### src/rtl/uart_rx_core.sv
// uart_rx_core: 16x oversampled UART receiver, 8N1 / 8O1 / 8E1 frames.
// Define UART_RX_MAJORITY_EN for 2-of-3 majority voting per bit.
module uart_rx_core #(
    parameter int CLK_FREQ   = 50_000_000,
    parameter int OVERSAMPLE = 16
) (
    input  logic       clock,
    input  logic       reset_n,
    input  logic       data_rx,
    input  logic [1:0] baud_rate,
    input  logic [1:0] parity_type,
    output logic [7:0] data_out,
    output logic       valid,
    output logic       parity_error,
    output logic       frame_error,
    output logic       active_flag,
    output logic       done_flag
);

    localparam int DIV0 = CLK_FREQ / (2400 * OVERSAMPLE);
    localparam int DIV1 = CLK_FREQ / (4800 * OVERSAMPLE);
    localparam int DIV2 = CLK_FREQ / (9600 * OVERSAMPLE);
    localparam int DIV3 = CLK_FREQ / (19200 * OVERSAMPLE);
    localparam int CW   = $clog2(DIV0 + 1);

    typedef enum logic [2:0] {
        S_IDLE,
        S_START,
        S_DATA,
        S_PARITY,
        S_STOP
    } state_t;

    state_t        state;
    logic          sync1;
    logic          sync2;
    logic          line_prev;
    logic [CW-1:0] div_sel;
    logic [CW-1:0] div_q;
    logic [CW-1:0] bcnt;
    logic          tick;
    logic          start_det;
    logic [3:0]    tcnt;
    logic [7:0]    shreg;
    logic [2:0]    bit_idx;
    logic          par_en;
    logic          par_odd;
    logic          par_err;
    logic          bit_val;
    logic          start_pt;
    logic          samp_now;

    always_ff @(posedge clock or negedge reset_n) begin
        if (!reset_n) begin
            sync1     <= 1'b1;
            sync2     <= 1'b1;
            line_prev <= 1'b1;
        end else begin
            sync1     <= data_rx;
            sync2     <= sync1;
            line_prev <= sync2;
        end
    end

    assign start_det = (state == S_IDLE) && line_prev && !sync2;

    always_comb begin
        div_sel = CW'(DIV0);
        unique case (baud_rate)
            2'b00: div_sel = CW'(DIV0);
            2'b01: div_sel = CW'(DIV1);
            2'b10: div_sel = CW'(DIV2);
            2'b11: div_sel = CW'(DIV3);
            default: div_sel = CW'(DIV0);
        endcase
    end

    assign tick = (bcnt == div_q - CW'(1));

    always_ff @(posedge clock or negedge reset_n) begin
        if (!reset_n) begin
            bcnt <= '0;
        end else if (start_det || tick) begin
            bcnt <= '0;
        end else begin
            bcnt <= bcnt + CW'(1);
        end
    end

`ifdef UART_RX_MAJORITY_EN
    logic s7;
    logic s8;

    // tcnt is never re-aligned here; every bit is voted at 7,8,9.
    assign samp_now = tick && (tcnt == 4'd9);
    assign start_pt = samp_now;
    assign bit_val  = (s7 & s8) | (s7 & sync2) | (s8 & sync2);

    always_ff @(posedge clock or negedge reset_n) begin
        if (!reset_n) begin
            s7 <= 1'b1;
            s8 <= 1'b1;
        end else if (tick) begin
            if (tcnt == 4'd7) s7 <= sync2;
            if (tcnt == 4'd8) s8 <= sync2;
        end
    end
`else
    assign start_pt = tick && (tcnt == 4'd7);
    assign samp_now = tick && (tcnt == 4'd15);
    assign bit_val  = sync2;
`endif

    always_ff @(posedge clock or negedge reset_n) begin
        if (!reset_n) begin
            state        <= S_IDLE;
            tcnt         <= '0;
            shreg        <= '0;
            bit_idx      <= '0;
            par_en       <= 1'b0;
            par_odd      <= 1'b0;
            par_err      <= 1'b0;
            div_q        <= CW'(DIV0);
            data_out     <= '0;
            valid        <= 1'b0;
            parity_error <= 1'b0;
            frame_error  <= 1'b0;
            active_flag  <= 1'b0;
            done_flag    <= 1'b1;
        end else begin
            valid <= 1'b0;
            if (tick && state != S_IDLE) tcnt <= tcnt + 4'd1;
            unique case (state)
                S_IDLE: begin
                    if (start_det) begin
                        state       <= S_START;
                        tcnt        <= '0;
                        bit_idx     <= '0;
                        div_q       <= div_sel;
                        par_en      <= (parity_type == 2'b01) ||
                                       (parity_type == 2'b10);
                        par_odd     <= (parity_type == 2'b01);
                        par_err     <= 1'b0;
                        active_flag <= 1'b1;
                        done_flag   <= 1'b0;
                    end
                end
                S_START: begin
                    if (start_pt) begin
                        if (bit_val) begin
                            state       <= S_IDLE;
                            active_flag <= 1'b0;
                            done_flag   <= 1'b1;
                        end else begin
                            state <= S_DATA;
`ifndef UART_RX_MAJORITY_EN
                            tcnt  <= '0;
`endif
                        end
                    end
                end
                S_DATA: begin
                    if (samp_now) begin
                        shreg   <= {bit_val, shreg[7:1]};
                        bit_idx <= bit_idx + 3'd1;
                        if (bit_idx == 3'd7)
                            state <= par_en ? S_PARITY : S_STOP;
                    end
                end
                S_PARITY: begin
                    if (samp_now) begin
                        par_err <= par_odd ? ~^{bit_val, shreg}
                                           :  ^{bit_val, shreg};
                        state   <= S_STOP;
                    end
                end
                S_STOP: begin
                    if (samp_now) begin
                        data_out     <= shreg;
                        valid        <= 1'b1;
                        parity_error <= par_en & par_err;
                        frame_error  <= ~bit_val;
                        active_flag  <= 1'b0;
                        done_flag    <= 1'b1;
                        state        <= S_IDLE;
                    end
                end
                default: state <= S_IDLE;
            endcase
        end
    end

endmodule

### config.mk
export PLATFORM = sky130hd
export DESIGN_NAME = uart_rx_core
export DESIGN_NICKNAME = d
export VERILOG_FILES = /design/src/rtl/uart_rx_core.sv
export SDC_FILE = /design/constraint.sdc
export NUM_CORES = 1
export LEC_CHECK = 0
export BUFFER_PORTS_ARGS = -buffer_cell sky130_fd_sc_hd__buf_2
export CORE_ASPECT_RATIO = 0.7
export CORE_UTILIZATION = 30
export CTS_CLUSTER_DIAMETER = 50
export DETAILED_ROUTE_END_ITERATION = 6
export GPL_ROUTABILITY_DRIVEN = 0
export GPL_TIMING_DRIVEN = 0
export SLEW_MARGIN = 10
export SYNTH_ARGS = -nofsm -noshare
export SYNTH_HDL_FRONTEND = slang
export SYNTH_SLANG_ARGS = --single-unit
### constraint.sdc
create_clock -name clock -period 2.7 [get_ports clock]
set_input_delay 0.135 -clock clock [delete_from_list [all_inputs] [get_ports clock]]
set_output_delay 0.135 -clock clock [all_outputs]
set_load 0.02 [all_outputs]
==> results.md, run 1 <==
* Post-synthesis async set-or-reset flop share at 100%
* Worst min path class: in2reg
* Multiplexer share of the synthesized area at 7.76%
* Starting Density at 30.9%
* Via density per instance at 4.85
* Crit path largest cell delay at 540 ps
* VDD IR max at 0.000302 V
* CP Class: reg2reg
* Synthesized cell area at 3000 µm²
* Crit end category: register
* Post-detail-place hpwl at 4290 µm
* Setup ws final at -60.8 ps
* Critical Path Most Common Cell: mux2_4
* Antenna diodes at 0
* Main combinational cell family by area after synthesis: simple AND/OR/NAND/NOR gates
* Fin crit share at 102%
* Number of global-route vias before repair at 2175
* Bufs on Longest Clock Path at 2
* CTS tree: yes
* Seq/Total Area, Yosys at 47.0%
* Share of layout cells above drive strength 1 at 26.1%
* Synth Net Count at 312
* Final Power at 2.32 mW
* CP max-delay cell: or4_4
* Clk sinks at 56
* Power per cell area at 631 nW/µm²
* Number of H-tree levels at 2
* Clk network pwr share at 29.4%
* Main area contributors after synthesis: dfrtp_1, mux2_2, xnor2_1, dfstp_2, ha_1
* Routed len/inst at 14.1 µm
* Internal power at 1.57 mW
* Cells along the critical path: inv_1 -> ha_4 -> nor4b_4 -> mux2_4 -> or4_4 -> nor3_4 -> and4_4 -> clkbuf_16 -> mux2_4
* Critical path data required time at 2880 ps
* Syn Inst Count at 293
* Finished Layout Cells at 458
* Mapped Avg Cell Area at 10.2 µm²
* Ys flop type: dfrtp_1
* Slew HR at 52.1%
* Die Ht at 85.7 µm
* PortBufs at 19
* Failing checks: setup timing
* Switching power share of the total at 32.1%
* Worst Max-Slew Pin Slew at 718 ps
* Nets at 348
* Final wirelength at 6450 µm
* Insertion delay to the later sink of the worst-skew pair at 300 ps
* Largest net degree at the start of global routing at 57
* Setup violations, final at 9
* Max Clock Freq at 0.362 GHz
* DRC at 0
* Number of max-cap violations at 0
* Number of I/O pins at 20
* Simple-gate share of the synthesized area at 18.2%
* Cells after DPL at 440
* Vias at 2221
* Die Wd at 122 µm
* Clk pin slew, worst setup/hold paths at 80 ps
* NetSw at 0.744 mW
* Final-report max-slew violation count at 0
* Distinct cell type count after synthesis at 50
* Post-synth top area share at 40.9%
* Remaining antenna violation count at 0
* Die area at 10400 µm²
* Area Overhead vs Synth at 22.5%
* Grt ovf at 0
* Compound-Gate Fraction of Synth Area at 8.59%
* Startpoint Class: register
* EDFF count, synth at 0
* Outcome: finished with violations
* #FFs+latches synth at 56
* Dominant cell type by area after synthesis: dfrtp_1
* Clk root buf: clkbuf_16
* Total CTS buffers at 5
* Core area at 9720 µm²
* Site row count at 30
* Max Fanout on Critical Path at 5
* First DRT Iteration DRCs at 121
* Post-Synth XOR/XNOR Area at 9.05%
* Synth warnings at 0
* Arrival @ worst endpoint at 2940 ps
* Gr usage total at 13.2%
* Gate power share at 24.3%
* Endpoints failing hold at 0
* Leakage at 1.68 nW
* Adder-cell share of the synthesized area at 5.00%
* Antenna violations before repair at 0
* Pre-antenna DRT Iters at 4
* Seq pwr share at 46.3%
* Minimum clock period at 2760 ps
* First-pass GRT wire length at 10900 µm
* Unrepaired setup endpoints after global routing: true
* Fin Clk Skew at 10.3 ps
==> critical path, delay by kind of cell, from the launching register on <==
kind                     cells  cell delay (ps)
adder cells (fa/ha/maj)      1              180
buffers and inverters        2              220
flip-flops                   1              530
multiplexers                 2              600
AND/OR/NAND/NOR              4             1110
==> cells in the final DEF, fill, tap and decap left out, drive strengths merged, types with 4 or more instances in the layout <==
master | synthesis | final
a21oi | 7 | 7
buf | 4 | 31
clkbuf | 10 | 14
dfrtp | 49 | 49
dfstp | 7 | 7
ha | 12 | 12
inv | 16 | 18
mux2 | 18 | 18
nand2 | 29 | 29
nand3 | 12 | 12
nand3b | 4 | 4
nand4 | 3 | 4
nor2 | 24 | 24
nor3 | 8 | 8
nor4 | 4 | 4
o21ai | 11 | 11
xnor2 | 22 | 22
xor2 | 9 | 9
==> cells by family (layout without fill, tap and decap cells) <==
| group | Yosys count | after routing |
|---|---|---|
| buf+inv | 30 | 66 |
| simple gates | 104 | 105 |
| fa+ha+maj | 12 | 12 |
| flops | 56 | 56 |
| mux | 21 | 21 |
| compound gates | 39 | 39 |
| xor+xnor | 31 | 31 |
==> power groups by stage <==
stage	combinational, mW	sequential (mW)	clock (mW)
final	0.564	1.07	0.681
after global routing	0.642	1.10	0.721
after CTS	0.553	1.07	0.701
after detailed placement	0.519	1.07	0
after global placement	0.505	1.07	0
after floorplan	0.416	1.05	0
==> registers in the layout, indices dropped and copies added (netlist names), 3 cells and up <==
register  count
bcnt         11
state         3
div_q         8
shreg         8
bit_idx       3
tcnt          4
data_out      8
==> synthesized netlist by cell type (2+ instances only) <==
cell and count:
and4_2 2, ha_1 12, and2_1 2, buf_4 2, o211ai_1 2, mux2i_1 3, nand4_1 2, nor4_1 3
inv_1 16, dfrtp_1 49, nand3_1 12, nand3b_1 4, xnor2_1 22, nand2_1 29, a31o_2 2, nor2_1 24
o2bb2ai_1 2, and3_1 3, or3_1 2, a21o_1 3, o21ai_0 11, xor2_1 9, nand2b_1 2, dfstp_2 7
a31oi_1 3, clkbuf_1 9, nor4b_1 2, a21oi_1 7, nor3_1 7, nor2b_1 3, mux2_2 18
==> path summary, 6_finish.rpt <==
| kind | from | endpoint | slack, ps | depth (start not counted) |
|---|---|---|---|---|
| max | div_q[1] | frame_error | -60 | 9 |
| min | parity_type[0] | par_odd | 180 | 4 |
| max reg2reg | div_q[1] | frame_error | -60 | 9 |
| min reg2reg | sync1 | bit_val | 360 | 0 |
| max in group asynchronous | reset_n | frame_error | 1790 | 2 |
| min in group asynchronous | reset_n | bit_idx[0] | 440 | 2 |
==> layout make-up <==
cell class	count	area (µm²)
Clock inverter	3	25.0
Sequential cell	56	1410
Multi-Input combinational cell	208	1610
Fill cell	948	6050
Timing Repair Buffer	31	214
Buffer	11	67.6
Clock buffer	5	125
Tap cell	128	160
Inverter	16	60.1
==> routing by layer <==
metal	vias up	track usage (%)	part of all wire (%)
li1	1091	-	-
met1	1081	21.4	56
met2	41	17.2	39
met3	8	2.19	3.5
met4	0	4.04	1.1
met5	-	0	0
==> through the flow <==
step | setup TNS (ps) | area, µm² | util [%] | setup slack, ps | hold WS, ps
5_1_grt | -1440 | 3670 | 37.8 | -130 | 184
2_1_floorplan | 0 | 3040 | - | 47.8 | -161
6_report | -403 | 3670 | 37.8 | -60.8 | 181
4_1_cts | -885 | 3570 | 36.8 | -113 | 166
3_5_place_dp | -3510 | 3290 | 33.9 | -195 | 244
3_3_place_gp | -2440 | 3290 | 33.8 | -226 | 242
==> timing repair <==
action,4_1_cts,5_1_grt
setup endpoints to repair,34,40
hold endpoints to repair,50,0
resized for setup,9,17
setup buffers,8,1
cloned,1,1
pin swaps,5,8
hold buffers,2,0
(Power assumes the default switching activity.)
==> inputs of run 2 (changes only) <==
- BUFFER_PORTS_ARGS: -buffer_cell sky130_fd_sc_hd__buf_2 -> -buffer_cell sky130_fd_sc_hd__clkbuf_2
- HOLD_SLACK_MARGIN: not set -> 0.05
==> run 2 against run 1 <==
The flow still finishes with violations (setup timing). Fmax rose by 1.9%. Highest routed layer unchanged. Flip-flop and latch count did not move. Worst setup slack improved by 53 ps.
==> results.md, run 2 (synthesis gave the netlist of run 1 again) <==
* Leakage at 1.64 nW
* Power per cell area at 642 nW/µm²
* Die area at 10400 µm²
* Final setup TNS at -10.2 ps
* Core area at 9720 µm²
* Via density per instance at 4.86
* First DRT Iteration DRCs at 106
* Max Fanout on Critical Path at 10
* Insertion delay to the later sink of the worst-skew pair at 300 ps
* Unrepaired setup endpoints after global routing: true
* Pre-antenna DRT Iters at 4
* Commonest non-fill, non-tap cells in the layout: dfrtp_1, nand2_1, nor2_1, xnor2_1
* Total CTS buffers at 5
* Fin Clk Skew at 8.13 ps
* Number of max-cap violations at 0
* Number of global-route vias before repair at 2031
* Post-detail-place hpwl at 4280 µm
* Endpoints failing hold at 0
* Crit end category: register
* Fin util at 36.7%
* Routed len/inst at 13.9 µm
* Arrival @ worst endpoint at 2890 ps
* CP Class: reg2reg
* Outcome: finished with violations
* CTS tree: yes
* Max reg flops at 11
* Multi-input logic area at 1550 µm²
* Minimum clock period at 2710 ps
* Startpoint Class: register
* Setup violations, final at 4
* Nets at 346
* Final wirelength at 6330 µm
* Setup ws final at -8.09 ps
* VDD IR max at 0.000259 V
* Most flops, register: bcnt
* Antenna violations before repair at 0
* Bufs on Longest Clock Path at 2
* Site row count at 30
* Largest net degree at the start of global routing at 57
* First-pass GRT wire length at 10600 µm
* Flop2flop setup slack at -8 ps
* Max Clock Freq at 0.369 GHz
* Clk pin slew, worst setup/hold paths at 80 ps
* Vias at 2214
* Worst min path class: in2reg
* Antenna diodes at 0
* Filler instances at 934
* Final Power at 2.29 mW
* Register area at 1410 µm²
* Slew HR at 48.1%
* Die Wd at 122 µm
* Gr usage total at 12.9%
* Number of H-tree levels at 2
* Final-report max-slew violation count at 0
* Number of I/O pins at 20
* Grt ovf at 0
* Commonest non-fill, non-tap cell in the layout: dfrtp_1
* Worst Max-Slew Pin Slew at 778 ps
* Critical path data required time at 2880 ps
* Failing checks: setup timing
* Remaining antenna violation count at 0
* Starting Density at 30.9%
* Fin crit share at 100%
* Clk root buf: clkbuf_16
* Share of layout cells above drive strength 1 at 25.0%
* Die Ht at 85.7 µm
* Area Overhead vs Synth at 19.1%
* Clk sinks at 56
* DRC at 0
* PortBufs at 19
## run 2: cell types whose count changed in the layout (fill, tap and decap cells not counted), sizes merged
cell	delta
buf	-20
clkbuf	+18
## run 2: final timing paths
path,start,end,cells after the start
setup reg to reg,div_q[1],frame_error,10
hold / removal,parity_type[0],par_odd,4
setup / recovery,div_q[1],frame_error,10
hold reg to reg,sync1,bit_val,0
min in group asynchronous,reset_n,bit_idx[1],2
max in group asynchronous,reset_n,bit_idx[0],2
## run 2: power breakdown
| part | internal, mW | leakage, nW | switching (mW) |
|---|---|---|---|
| Combinational | 0.263 | 0.849 | 0.282 |
| Sequential | 0.945 | 0.721 | 0.136 |
| Clock | 0.351 | 0.0708 | 0.316 |
## run 2: repair_timing
item	4_1_cts	5_1_grt
pin swaps	0	2
hold buffers	2	0
endpoints found under the setup margin	33	40
hold endpoints to repair	50	0
gates cloned	1	0
buffers inserted	4	3
resized for setup	8	3
## run 2: final cells by class
cell class	count	area share (%)
multi-input cells	208	43.4
flip-flops and latches	56	39.5
well taps	128	4.48
clock inverters	3	0.701
inverters	16	1.68
plain buffers	12	2.03
clock buffers	5	3.50
repair buffers	28	4.76
## run 2: critical path, cell delays in order, from the launching register on
cell and delay (ps):
dfstp_2 550, inv_2 40, ha_4 170, nor4b_4 140, nand3b_1 100, o211ai_1 110
or4_4 610, nor3_4 160, and4_4 240, buf_8 140, mux2_2 330
## run 2: metrics by stage
| step | setup WS (ps) | cell area, µm² | hold slack, ps | cells |
|---|---|---|---|---|
| floorplan | 47.8 | 3040 | -161 | 293 |
| global placement | -242 | 3290 | 225 | 440 |
| detailed placement | -268 | 3290 | 227 | 440 |
| CTS | -42.6 | 3540 | 161 | 453 |
| global route | -69.8 | 3570 | 206 | 456 |
| finish | -8.09 | 3570 | 165 | 456 |
## run 2: per-layer routing
| metal | track usage (%) | vias to the layer above | part of all wire (%) |
|---|---|---|---|
| li1 | - | 1077 | - |
| met1 | 20.5 | 1082 | 53 |
| met2 | 17.5 | 49 | 42 |
| met3 | 2.19 | 6 | 4.1 |
| met4 | 3.82 | 0 | 0.73 |
| met5 | 0 | - | 0 |
==> inputs of run 3 (changes only) <==
- BUFFER_PORTS_ARGS: -buffer_cell sky130_fd_sc_hd__clkbuf_2 -> not set
- DONT_BUFFER_PORTS: not set -> 1
- GPL_ROUTABILITY_DRIVEN: 0 -> not set
- clock period: 2.7 -> 2.28 ns (I/O delays scaled with it)
==> run 3 against run 2 <==
The flow still finishes with violations (setup timing). Final cell count down 2.6%. Largest cell class unchanged. Core utilization up 0.91 points. Design area up 2.5%. Clock-buffer cell count unchanged. Worst hold slack worse by 110 ps. Die area unchanged. Critical path type unchanged. Sequential share of layout area down 0.89 points.
==> results.md, run 3 (synthesis gave the netlist of run 1 again) <==
* Slew HR at 62.6%
* Post-detail-place hpwl at 4310 µm
* Cells after DPL at 421
* Leakage at 1.61 nW
* Max Fanout on Critical Path at 10
* Number of H-tree levels at 2
* Post-route cell area at 3660 µm²
* PortBufs at 0
* Grt ovf at 0
* Fin util at 37.7%
* CTS tree: yes
* Bufs on Longest Clock Path at 2
* Vias at 2165
* Die Wd at 122 µm
* Site row count at 30
* Hold EP: par_en
* Finished Layout Cells at 444
* Unrepaired setup endpoints after global routing: true
* Fin Clk Skew at 7.10 ps
* Commonest non-fill, non-tap cell in the layout: dfrtp_1
* Number of global-route vias before repair at 2108
* Starting Density at 30.9%
* Core area at 9720 µm²
* Cell Area, Placed at 3270 µm²
* Crit path max-delay family: simple AND/OR/NAND/NOR gates
* Outcome: finished with violations
* Setup violations, final at 43
* DRC at 0
* Final wirelength at 6490 µm
* CP startpoint: div_q[0]
* CP bufs+invs at 2
* Clk sinks at 56
* Max reg flops at 11
* VDD IR max at 0.000395 V
* First DRT Iteration DRCs at 175
* Crit path largest cell delay at 570 ps
* Die area at 10400 µm²
* Clk pin slew, worst setup/hold paths at 80 ps
* Share of layout cells above drive strength 1 at 25.0%
* Arrival @ worst endpoint at 2890 ps
* Die Ht at 85.7 µm
* Max Clock Freq at 0.370 GHz
* Insertion delay to the later sink of the worst-skew pair at 290 ps
* Flop2flop setup slack at -420 ps
* Via density per instance at 4.88
* Critical path data required time at 2460 ps
* Hold Path Stages at 2
* Startpoint Class: register
* R2R cell count at 9
* Hold Startpoint: parity_type[0]
* CP max-delay cell: or4_4
* Gr usage total at 13.3%
* Cells along the critical path: inv_2 -> ha_4 -> nor4b_4 -> mux2_2 -> or4_4 -> nor3_4 -> and4_4 -> buf_12 -> mux2_4
* Final-report max-slew violation count at 0
* Number of I/O pins at 20
* First-pass GRT wire length at 10800 µm
* Setup ws final at -424 ps
* Worst R2R End: data_out[7]
* Routed len/inst at 14.6 µm
* Largest net degree at the start of global routing at 57
* Fin crit share at 119%
* Failing checks: setup timing
* Antenna diodes at 0
* Power per cell area at 753 nW/µm²
* Total CTS buffers at 5
* Commonest non-fill, non-tap cells in the layout: dfrtp_1, nand2_1, nor2_1, xnor2_1, inv_1
* Nets at 334
* GP Congestion at 0.782
* Crit end category: register
* Area Overhead vs Synth at 22.0%
* Clk root buf: clkbuf_16
* Worst min path class: in2reg
* RR Startpoint: div_q[0]
* Remaining antenna violation count at 0
* Worst Max-Slew Pin Slew at 557 ps
* Antenna violations before repair at 0
* Most flops, register: bcnt
* CP Class: reg2reg
* Final setup TNS at -13940 ps
* Number of max-cap violations at 0
* Endpoints failing hold at 0
* Pre-antenna DRT Iters at 4
* Minimum clock period at 2700 ps
[run 3: cell count changes in the layout (fill, tap and decap cells not counted), moves of 2 or more]
cell	before	now
nand3_1	12	10
dfrtp_2	0	2
mux2_2	18	9
dfrtp_1	49	47
mux2_4	0	9
buf_4	8	11
clkbuf_2	18	1
[run 3: final cells by class]
| cell class | count | area, µm² |
|---|---|---|
| fillers | 926 | 6060 |
| flip-flops and latches | 56 | 1410 |
| inverters | 16 | 60.1 |
| clock buffers | 5 | 125 |
| plain buffers | 13 | 92.6 |
| multi-input cells | 208 | 1640 |
| well taps | 128 | 160 |
| clock inverters | 3 | 22.5 |
| repair buffers | 15 | 144 |
[run 3: timing repair]
item | 4_1_cts | 5_1_grt
buffers inserted | 11 | 0
hold endpoints to repair | 58 | 0
gates resized for setup | 13 | 5
hold buffers | 4 | 0
endpoints found under the setup margin | 43 | 43
pin swaps | 10 | 5
gates cloned | 1 | 0
[run 3: through the flow]
| step | worst slack (ps) | total power [mW] | hold slack (ps) |
|---|---|---|---|
| 2_1_floorplan | -275 | 1.75 | -182 |
| 3_3_place_gp | -517 | 1.85 | -180 |
| 3_5_place_dp | -487 | 1.87 | -180 |
| 4_1_cts | -419 | 2.75 | 56.4 |
| 5_1_grt | -501 | 2.92 | 74.7 |
| 6_report | -424 | 2.75 | 54.3 |
[run 3: report_power, final]
part           switching, mW  internal (mW)  leakage (nW)
logic                  0.364          0.350         0.814
registers              0.149           1.12         0.719
clock network          0.360          0.412        0.0742
[run 3: how the worst max path moves through the flow]
| stage | depth (start not counted) | slack (ps) | end |
|---|---|---|---|
| finish | 9 | -420 | data_out[7] |
| CTS | 9 | -420 | data_out[7] |
| floorplan | 10 | -280 | data_out[0] |
| detailed placement | 9 | -490 | bit_idx[2] |
| global route | 9 | -500 | data_out[1] |
| global placement | 9 | -520 | bit_idx[2] |
[run 3: routing by layer]
metal	vias up	global-route usage (%)	part of all wire (%)
met2	42	18.3	44
met5	-	0	0
met1	1066	20.9	52
met3	2	3.06	3.3
li1	1055	-	-
met4	0	2.47	0.39
[run 3: worst reg2reg max path: stages (launching register included)]
cell,delay [ps]
dfrtp_1,390
inv_2,80
ha_4,160
nor4b_4,190
mux2_2,360
or4_4,570
nor3_4,160
and4_4,250
buf_12,140
mux2_4,310
